$ cat src/rtl/tiger_leap_counter_bank_if.sv
// LEAP handler-side bus: lp_mm register/counter port
// plus the core's counter increment request port.
interface tiger_leap_counter_bank_if #(
  parameter int N2 = 8,
  parameter int FW = 6,
  parameter int CW = 32
) ();
  logic [N2-1:0] lp_mm_addr;
  logic          lp_mm_wren;
  logic [31:0]   lp_mm_wrdata;
  logic [31:0]   lp_mm_rddata;
  logic          cnt_valid;
  logic [FW-1:0] cnt_func;
  logic [CW-1:0] cnt_delta;

  modport master (
    output lp_mm_addr, lp_mm_wren, lp_mm_wrdata,
    output cnt_valid, cnt_func, cnt_delta,
    input  lp_mm_rddata
  );

  modport slave (
    input  lp_mm_addr, lp_mm_wren, lp_mm_wrdata,
    input  cnt_valid, cnt_func, cnt_delta,
    output lp_mm_rddata
  );
endinterface

$ cat src/rtl/tiger_leap_counter_bank.sv
// LEAP profiler config registers and per-function
// saturating counter array with pipelined increments.
module tiger_leap_counter_bank #(
  parameter int N2        = 8,
  parameter int NUM_FUNCS = 64,
  parameter int CW        = 32,
  parameter int TAB_WORDS = 16,
  localparam int FW       = $clog2(NUM_FUNCS)
) (
  input  logic                    clk,
  input  logic                    reset,
  tiger_leap_counter_bank_if.slave bus,
  output logic                    clr_busy,
  output logic [31:0]             cfg_v1,
  output logic [7:0]              cfg_a1,
  output logic [7:0]              cfg_a2,
  output logic [7:0]              cfg_b1,
  output logic [7:0]              cfg_b2,
  output logic [32*TAB_WORDS-1:0] cfg_tab,
  output logic [31:0]             cfg_inc_mask,
  output logic                    cfg_do_hier,
  output logic [31:0]             cfg_init_pc
);

  localparam logic [N2-1:0] A_V1   = N2'('h00);
  localparam logic [N2-1:0] A_HASH = N2'('h01);
  localparam logic [N2-1:0] A_TAB  = N2'('h40);
  localparam logic [N2-1:0] A_INC  = N2'('h80);
  localparam logic [N2-1:0] A_HIER = N2'('h81);
  localparam logic [N2-1:0] A_PC   = N2'('h82);
  localparam logic [N2-1:0] A_CLR  = N2'('hC0);
  localparam logic [N2-1:0] TAB_N  = N2'(TAB_WORDS);

  typedef enum logic {IDLE, CLEAR} state_t;

  state_t        state;
  logic [FW-1:0] idx;

  logic [CW-1:0] mem [NUM_FUNCS];

  logic          s1_valid, s2_valid;
  logic [FW-1:0] s1_func, s2_func;
  logic [CW-1:0] s1_delta, s2_delta, s2_old;

  logic [N2-1:0] addr;
  logic [31:0]   wd;
  logic [N2-1:0] tab_off;
  logic          is_tab;
  logic          clr_cmd;
  logic [CW:0]   sum_full;
  logic [CW-1:0] sum;
  logic          fwd;
  logic          mem_we;
  logic [FW-1:0] mem_wa;
  logic [CW-1:0] mem_wd;

  assign addr    = bus.lp_mm_addr;
  assign wd      = bus.lp_mm_wrdata;
  assign tab_off = addr - A_TAB;
  assign is_tab  = tab_off < TAB_N;
  assign clr_cmd = bus.lp_mm_wren && addr == A_CLR && wd[0];

  assign clr_busy = state == CLEAR;

  always_ff @(posedge clk) begin
    if (!reset) begin
      cfg_v1       <= '0;
      cfg_a1       <= '0;
      cfg_a2       <= '0;
      cfg_b1       <= '0;
      cfg_b2       <= '0;
      cfg_tab      <= '0;
      cfg_inc_mask <= 32'd1;
      cfg_do_hier  <= 1'b0;
      cfg_init_pc  <= '0;
    end else if (bus.lp_mm_wren) begin
      unique case (1'b1)
        (addr == A_V1):   cfg_v1 <= wd;
        (addr == A_HASH): {cfg_a1, cfg_a2, cfg_b1, cfg_b2} <= wd;
        is_tab: begin
          for (int k = 0; k < TAB_WORDS; k++)
            if (tab_off == N2'(k))
              cfg_tab[32*k +: 32] <= wd;
        end
        (addr == A_INC):  cfg_inc_mask <= wd;
        (addr == A_HIER): cfg_do_hier  <= wd[0];
        (addr == A_PC):   cfg_init_pc  <= wd;
        default: ;
      endcase
    end
  end

  always_ff @(posedge clk) begin
    if (!reset) begin
      state <= CLEAR;
      idx   <= '0;
    end else if (clr_cmd) begin
      state <= CLEAR;
      idx   <= '0;
    end else if (state == CLEAR) begin
      idx <= idx + 1'b1;
      if (&idx)
        state <= IDLE;
    end
  end

  assign sum_full = {1'b0, s2_old} + {1'b0, s2_delta};
  assign sum      = sum_full[CW] ? '1 : sum_full[CW-1:0];
  // S2 has not written yet when S1 reads the same entry
  assign fwd      = s2_valid && s1_func == s2_func;

  always_ff @(posedge clk) begin
    if (!reset || state == CLEAR || clr_cmd) begin
      s1_valid <= 1'b0;
      s2_valid <= 1'b0;
    end else begin
      s1_valid <= bus.cnt_valid;
      s1_func  <= bus.cnt_func;
      s1_delta <= bus.cnt_delta;
      s2_valid <= s1_valid;
      s2_func  <= s1_func;
      s2_delta <= s1_delta;
      s2_old   <= fwd ? sum : mem[s1_func];
    end
  end

  always_comb begin
    mem_we = 1'b0;
    mem_wa = idx;
    mem_wd = '0;
    if (state == CLEAR) begin
      mem_we = 1'b1;
    end else if (s2_valid) begin
      mem_we = 1'b1;
      mem_wa = s2_func;
      mem_wd = sum;
    end
  end

  always_ff @(posedge clk) begin
    if (reset && mem_we)
      mem[mem_wa] <= mem_wd;
  end

  always_ff @(posedge clk) begin
    if (!reset)
      bus.lp_mm_rddata <= '0;
    else if (addr[N2-1:FW] == '0)
      bus.lp_mm_rddata <= 32'(mem[addr[FW-1:0]]);
    else
      bus.lp_mm_rddata <= '0;
  end

endmodule

$ cat src/flat_wrapper.sv
// flat-port wrapper written by rule: the top's interface ports become plain ports
module tiger_leap_counter_bank_flat 
#(
  parameter int N2        = 8,
  parameter int NUM_FUNCS = 64,
  parameter int CW        = 32,
  parameter int TAB_WORDS = 16,
  localparam int FW       = $clog2(NUM_FUNCS)
)
  (clk, reset, clr_busy, cfg_v1, cfg_a1, cfg_a2, cfg_b1, cfg_b2, cfg_tab, cfg_inc_mask, cfg_do_hier, cfg_init_pc, bus_lp_mm_addr, bus_lp_mm_wren, bus_lp_mm_wrdata, bus_cnt_valid, bus_cnt_func, bus_cnt_delta, bus_lp_mm_rddata);
  tiger_leap_counter_bank_if #(.N2(N2), .FW(6), .CW(CW)) bus_i ();
  input  logic clk;
  input  logic reset;
  output logic clr_busy;
  output logic [31:0] cfg_v1;
  output logic [7:0] cfg_a1;
  output logic [7:0] cfg_a2;
  output logic [7:0] cfg_b1;
  output logic [7:0] cfg_b2;
  output logic [32*TAB_WORDS-1:0] cfg_tab;
  output logic [31:0] cfg_inc_mask;
  output logic cfg_do_hier;
  output logic [31:0] cfg_init_pc;
  input wire logic [$bits(bus_i.lp_mm_addr)-1:0] bus_lp_mm_addr;
  input wire logic [$bits(bus_i.lp_mm_wren)-1:0] bus_lp_mm_wren;
  input wire logic [$bits(bus_i.lp_mm_wrdata)-1:0] bus_lp_mm_wrdata;
  input wire logic [$bits(bus_i.cnt_valid)-1:0] bus_cnt_valid;
  input wire logic [$bits(bus_i.cnt_func)-1:0] bus_cnt_func;
  input wire logic [$bits(bus_i.cnt_delta)-1:0] bus_cnt_delta;
  output wire logic [$bits(bus_i.lp_mm_rddata)-1:0] bus_lp_mm_rddata;
  assign bus_i.lp_mm_addr = bus_lp_mm_addr;
  assign bus_i.lp_mm_wren = bus_lp_mm_wren;
  assign bus_i.lp_mm_wrdata = bus_lp_mm_wrdata;
  assign bus_i.cnt_valid = bus_cnt_valid;
  assign bus_i.cnt_func = bus_cnt_func;
  assign bus_i.cnt_delta = bus_cnt_delta;
  assign bus_lp_mm_rddata = bus_i.lp_mm_rddata;
  tiger_leap_counter_bank #(.N2(N2), .NUM_FUNCS(NUM_FUNCS), .CW(CW), .TAB_WORDS(TAB_WORDS)) u_core (.clk(clk), .reset(reset), .bus(bus_i), .clr_busy(clr_busy), .cfg_v1(cfg_v1), .cfg_a1(cfg_a1), .cfg_a2(cfg_a2), .cfg_b1(cfg_b1), .cfg_b2(cfg_b2), .cfg_tab(cfg_tab), .cfg_inc_mask(cfg_inc_mask), .cfg_do_hier(cfg_do_hier), .cfg_init_pc(cfg_init_pc));
endmodule
$ cat config.mk
export PLATFORM = sky130hd
export DESIGN_NAME = tiger_leap_counter_bank_flat
export DESIGN_NICKNAME = d
export VERILOG_FILES = /design/src/rtl/tiger_leap_counter_bank_if.sv /design/src/rtl/tiger_leap_counter_bank.sv /design/src/flat_wrapper.sv
export SDC_FILE = /design/constraint.sdc
export NUM_CORES = 2
export LEC_CHECK = 0
export CELL_PAD_IN_SITES_DETAIL_PLACEMENT = 0
export CELL_PAD_IN_SITES_GLOBAL_PLACEMENT = 1
export CORE_UTILIZATION = 55
export DETAILED_ROUTE_END_ITERATION = 7
export GPL_TIMING_DRIVEN = 0
export PLACE_DENSITY_LB_ADDON = 0.08
export SLEW_MARGIN = 25
export SYNTH_ARGS = -nofsm -noshare
export SYNTH_HDL_FRONTEND = slang
export SYNTH_SLANG_ARGS = --single-unit
$ cat constraint.sdc
create_clock -name clk -period 15.2 [get_ports clk]
set_input_delay 3.04 -clock clk [delete_from_list [all_inputs] [get_ports clk]]
set_output_delay 3.04 -clock clk [all_outputs]
set_load 0.05 [all_outputs]
# Word level (Yosys, flattened, before mapping)
# Memory sizes are Yosys's and may differ from the RTL's. A register that Yosys moved wholly into a read port is not among the register bits.
# Index checks and enable logic that the tools add are counted.
# totals
regBits	726
ramBits	2048
latchBits	0
in_bits	82
memories	1
rom_bits	0
# classes
bitwise_logic	1
muxes	11
n_div	0
mul	0
reduce_logical	35
add_sub_neg	3
n_eq_ne	20
shift	0
n_lt_le_gt_ge	1
# mem_list
name	words	word_bits	read_ports	rd_ports_with_merged_regs	wr	line	rtl
u_core.mem	64	32	2	2	1	tiger_leap_counter_bank.sv:39	logic [CW-1:0] mem [NUM_FUNCS];
# ops
operator	count
32-bit two-way mux	3
8-bit by 4-bit equality test with 1-bit output, second input constant	8
3-bit AND reduction	16
32-bit by 32-bit adder with 33-bit output	1
8-bit by 3-bit equality test with 1-bit output, second input constant	4
8-bit equality test, second input constant	4
8-bit by 1-bit equality test with 1-bit output, second input constant	2
8-bit by 2-bit equality test with 1-bit output, second input constant	2
8-bit logical NOT	2
6-bit two-way mux	2
2-bit AND reduction	6
8-bit by 5-bit < comparator with 1-bit output, second input constant	1
8-bit by 7-bit subtractor with 8-bit output, second input constant	1
6-bit by 1-bit adder with 6-bit output, second input constant	1
1-bit two-way mux	6
6-bit AND reduction	1
1-bit logical AND	3
1-bit logical NOT	3
2-bit logical NOT	1
1-bit logical OR	2
2-bit OR reduction	1
1-bit NOT	1

# Logic depth before layout (Yosys ltp)
# depth
ltp_word	5
mapped_depth	12
mapped_depth_nobuf	10

# Least setup slack after synthesis
# OpenSTA, ideal clock, no wires.
# synth_path
path_kind	input port to flip-flop
from	input port bus_lp_mm_addr[1]
to	register u_core.s1_delta[0], enable pin
slack_ns	5.873
n_path_buf	4
arrival_ns	8.749
path_stages	8
cell_sequence	clkbuf_1 > buf_2 > buf_2 > buf_2 > nor2_1 > nand4_1 > o21ai_1 > nor2_1
# synth_between
elab_chain_cells	4
# synth_rtl
element	line	rtl
start, declared	flat_wrapper.sv:24	input wire logic [$bits(bus_i.lp_mm_addr)-1:0] bus_lp_mm_addr;
8-bit equality test	tiger_leap_counter_bank.sv:61	assign clr_cmd = bus.lp_mm_wren && addr == A_CLR && wd[0];
1-bit logical AND (2 in a row)	tiger_leap_counter_bank.sv:61	
1-bit logical OR	tiger_leap_counter_bank.sv:113	if (!reset || state == CLEAR || clr_cmd) begin
end signal, assigned	tiger_leap_counter_bank.sv:119	s1_delta <= bus.cnt_delta;
end, declared	tiger_leap_counter_bank.sv:43	logic [CW-1:0] s1_delta, s2_delta, s2_old;
# No other way between the ends.
# A chain may end at the register's enable or synchronous reset.

==> key figures <==
Timing
  • Slew Viols, Final: 0
  • Worst Tran Pin Value: 1.21 ns
  • Tcrit/Tclk final: 41.9%
  • Setup Skew: approximately 0.047 ns
  • Minimum clock period: 6.37 ns
  • Final hold vios: 0
  • FMAX: ~0.16 GHz
  • Worst hold slack: about 0.4 ns
  • Setup WS post-layout: 8.83 ns
  • Setup TNS: 0 ns
  • Max_slew headroom: between 15 and 20%
  • Setup violations, final: 0
  • RSZ-0062 raised after global routing: no

Clock tree
  • Post-CTS Hold Fix Bufs: 0
  • Post_cts resized: 0
  • Clock buffer depth: 4
  • Root buf cell: clkbuf_16
  • Clock Latency Late Sink: 0.99 ns
  • CTS Buf Count: about 310
  • Clock sink count: ~2800
  • H-tree levels: 5
  • Reg clk slew, reported paths: approximately 0.060 ns
  • Post-CTS Setup Repair Bufs: 0
  • CTS tree: built

Status
  • Outcome: complete, no violations

Setup path
  • Worst reg2reg path depth: 10
  • Worst path bufs/invs: 4
  • Worst Path Required: 15.90 ns
  • CP Capture Type: register
  • Reg-to-reg startpoint: u_core.s1_func[1]
  • Largest stage delay on the critical path: between 0.9 and 1 ns
  • Critical path's slowest cell: buf_1
  • R2R setup slack: 9.16 ns
  • CP Launch Type: primary input
  • Worst path top cell family by delay: buffers and inverters
  • Worst Setup Path Type: primary input to register
  • Critical path cell sequence: clkbuf_1, buf_2, clkbuf_2, buf_1, mux4_2, mux4_2, mux4_2, nor2b_1
  • R2r endpoint: u_core.s2_old[24]
  • Crit path DAT: 7.07 ns
  • Most used cell, CP: mux4_2
  • Worst-path fanout max: 10

Die
  • Initial Util: 55.4%
  • Core ar.: 225000 um^2
  • Die H: roughly 480 um
  • DIE AREA: 228000 um^2
  • DIE WIDTH: 478 um
  • I/O Pins: around 760
  • FP Rows: 174

Global route
  • Global Route Usage Sum: between 40 and 50%
  • GR Overflow Total: 0
  • Vias in the first global route: approximately 80000
  • First-pass GRT wire length: 682 mm
  • Largest net degree at the start of global routing: 40
  • Initial antenna violation count: 37

Logic synthesis
  • Number of synthesized flops with an enable pin: 2156
  • Synth area leader: edfxtp_1
  • Xor-xnor portion of the synthesized cell area: 0.254%
  • Cell count after synthesis: 7355
  • Synth Area in Adders: 0.348%
  • Area share of the largest cell type after synthesis: 52.1%
  • Netlist Area Pre-Place: 124000 um^2
  • List of most frequent post-synthesis cells: 2156 x edfxtp_1, 1363 x nand2_1, 1338 x mux4_2
  • Mux share of post-synthesis cell area: between 20% and 30%
  • Syn Area/Cell: 16.9 um^2
  • Cell variety after synth: 58
  • Synth warnings: 0
  • Largest family of logic cells by synthesized area: multiplexers
  • Sequential area share after synthesis: between 60% and 70%
  • Post-synthesis compound-gate area fraction: between 4 and 5%
  • #FFs+latches synth: 2838
  • Top cells by area, synth: edfxtp_1 52%, mux4_2 24%, dfxtp_1 11%, nand2_1 4.1%, a21boi_0 3.9%
  • Ys async rst share: 0%
  • Simple-Gate Fraction of Synth Area: 5.33%
  • Synthesized Nets: 7471
  • Prevailing post-synth register cell: edfxtp_1
  • Cell with the most instances after synthesis: edfxtp_1

Power and ir drop
  • Max VDD drop: 0.125 mV
  • Pleak: 0.0445 uW
  • Combinational Power Share: 3.7%
  • Internal: 12600 uW
  • Sw Ratio: ~22%
  • Sequential share of power: 51.2%
  • Total power: 16200 uW
  • Clk network pwr share: 45.2%
  • Pwr dens: 107 nW/um^2
  • Sw power: 3550 uW

Place
  • Pre-CTS setup slack: ~8 ns
  • Gpl congestion: 0.948
  • Port bufs: 719
  • Hpwl dp: 374 mm

Route
  • Total wire length: between 500 and 600 mm
  • Drt drc: 0
  • Starting DRC count in detailed routing: 14600
  • WL/cell: 43.0 um
  • Vias per std cell: 7.13
  • 1st-pass router iterations: 7
  • Vias: approximately 84000
  • Post-route antenna net violation count: 0

Hold path
  • Worst hold start: u_core.s1_delta[31]
  • Worst Hold Class: register to register
  • Hold path cells: 0
  • WHS Endpoint: u_core.s2_delta[31]

Finish
  • Multi-input logic area: 44300 um^2
  • Layout area overhead: 21.4%
  • Layout cells sized above 1: 26.9%
  • Final net count: between 8000 and 9000
  • Sequential cell area: 78400 um^2
  • Fillers: 15200

Run
  • Max cap viols: 0
-- state kept, by name, indices dropped and copies added, names as in the netlist, 6 cells and up --
name / count
u_core.bus.lp_mm_rddata: 32
u_core.cfg_a1: 8
u_core.cfg_a2: 8
u_core.cfg_b1: 8
u_core.cfg_b2: 8
u_core.cfg_inc_mask: 32
u_core.cfg_init_pc: 32
u_core.cfg_tab: 512
u_core.cfg_v1: 32
u_core.idx: 6
u_core.mem: 2048
u_core.s1_delta: 32
u_core.s1_func: 6
u_core.s2_delta: 32
u_core.s2_func: 6
u_core.s2_old: 32
-- how the worst max path moves through the flow --
stage / from / endpoint / slack [ns] / cells past startpoint
2_1_floorplan: bus_lp_mm_addr[1] / u_core.s1_delta[0] / 5.87 / 8
3_3_place_gp: bus_lp_mm_addr[1] / u_core.s1_delta[3] / 2.34 / 8
3_5_place_dp: bus_lp_mm_addr[1] / u_core.bus.lp_mm_rddata[26] / 7.78 / 8
4_1_cts: bus_lp_mm_addr[1] / u_core.bus.lp_mm_rddata[26] / 8.71 / 8
5_1_grt: bus_lp_mm_addr[1] / u_core.bus.lp_mm_rddata[26] / 9.01 / 8
6_report: bus_lp_mm_addr[1] / u_core.bus.lp_mm_rddata[26] / 8.83 / 8
-- power groups by stage --
stage               clock network (uW)  registers (uW)  logic [uW]
CTS                               7270            8270         569
detailed placement                   0            8440         566
finish                            7310            8270         591
global placement                     0            8440         536
global route                      7560            8270         584
floorplan                            0            8450         271
-- layout by cell type, fill, tap and decap left out, types with 112 or more instances in the layout --
cell type        instances
buf_2                  128
edfxtp_1              2156
clkbuf_1               385
clkdlybuf4s50_1        719
clkbuf_16              322
clkbuf_2               144
a21boi_0               638
dfxtp_1                682
mux4_2                1338
nand2_1               1363
buf_16                 112
-- layer usage --
layer | vias to the layer above | wire length [um] | track usage (%)
li1 | 31600 | - | -
met1 | 43000 | 161000 | 54.1
met2 | 7953 | 219000 | 64.0
met3 | 1858 | 76800 | 16.6
met4 | 30 | 52100 | 36.6
met5 | - | 318 | 0.399
-- final cells by class --
type | count | share of cell area [%]
clock inverter | 119 | 0.576
buffer | 610 | 1.77
timing repair buffer | 930 | 8.10
sequential | 2838 | 51.9
tap | 2992 | 2.48
clock buffer | 417 | 5.74
multi-input combinational | 3900 | 29.3
inverter | 7 | 0.0174
antenna | 33 | 0.0547
-- logic make-up after synthesis --
group | after synthesis
flops | 2838
mux | 1358
xor+xnor | 36
fa+ha+maj | 34
compound gates | 798
buf+inv | 617
simple gates | 1674
-- per-stage QoR --
step	cell area, um^2	util (%)	std cells
3_3_place_gp	135000	60.2	11100
6_report	151000	67.2	11800
3_5_place_dp	141000	62.9	11300
2_1_floorplan	124000	-	7355
4_1_cts	151000	67.1	11800
5_1_grt	151000	67.2	11800
(Power assumes the default switching activity.)
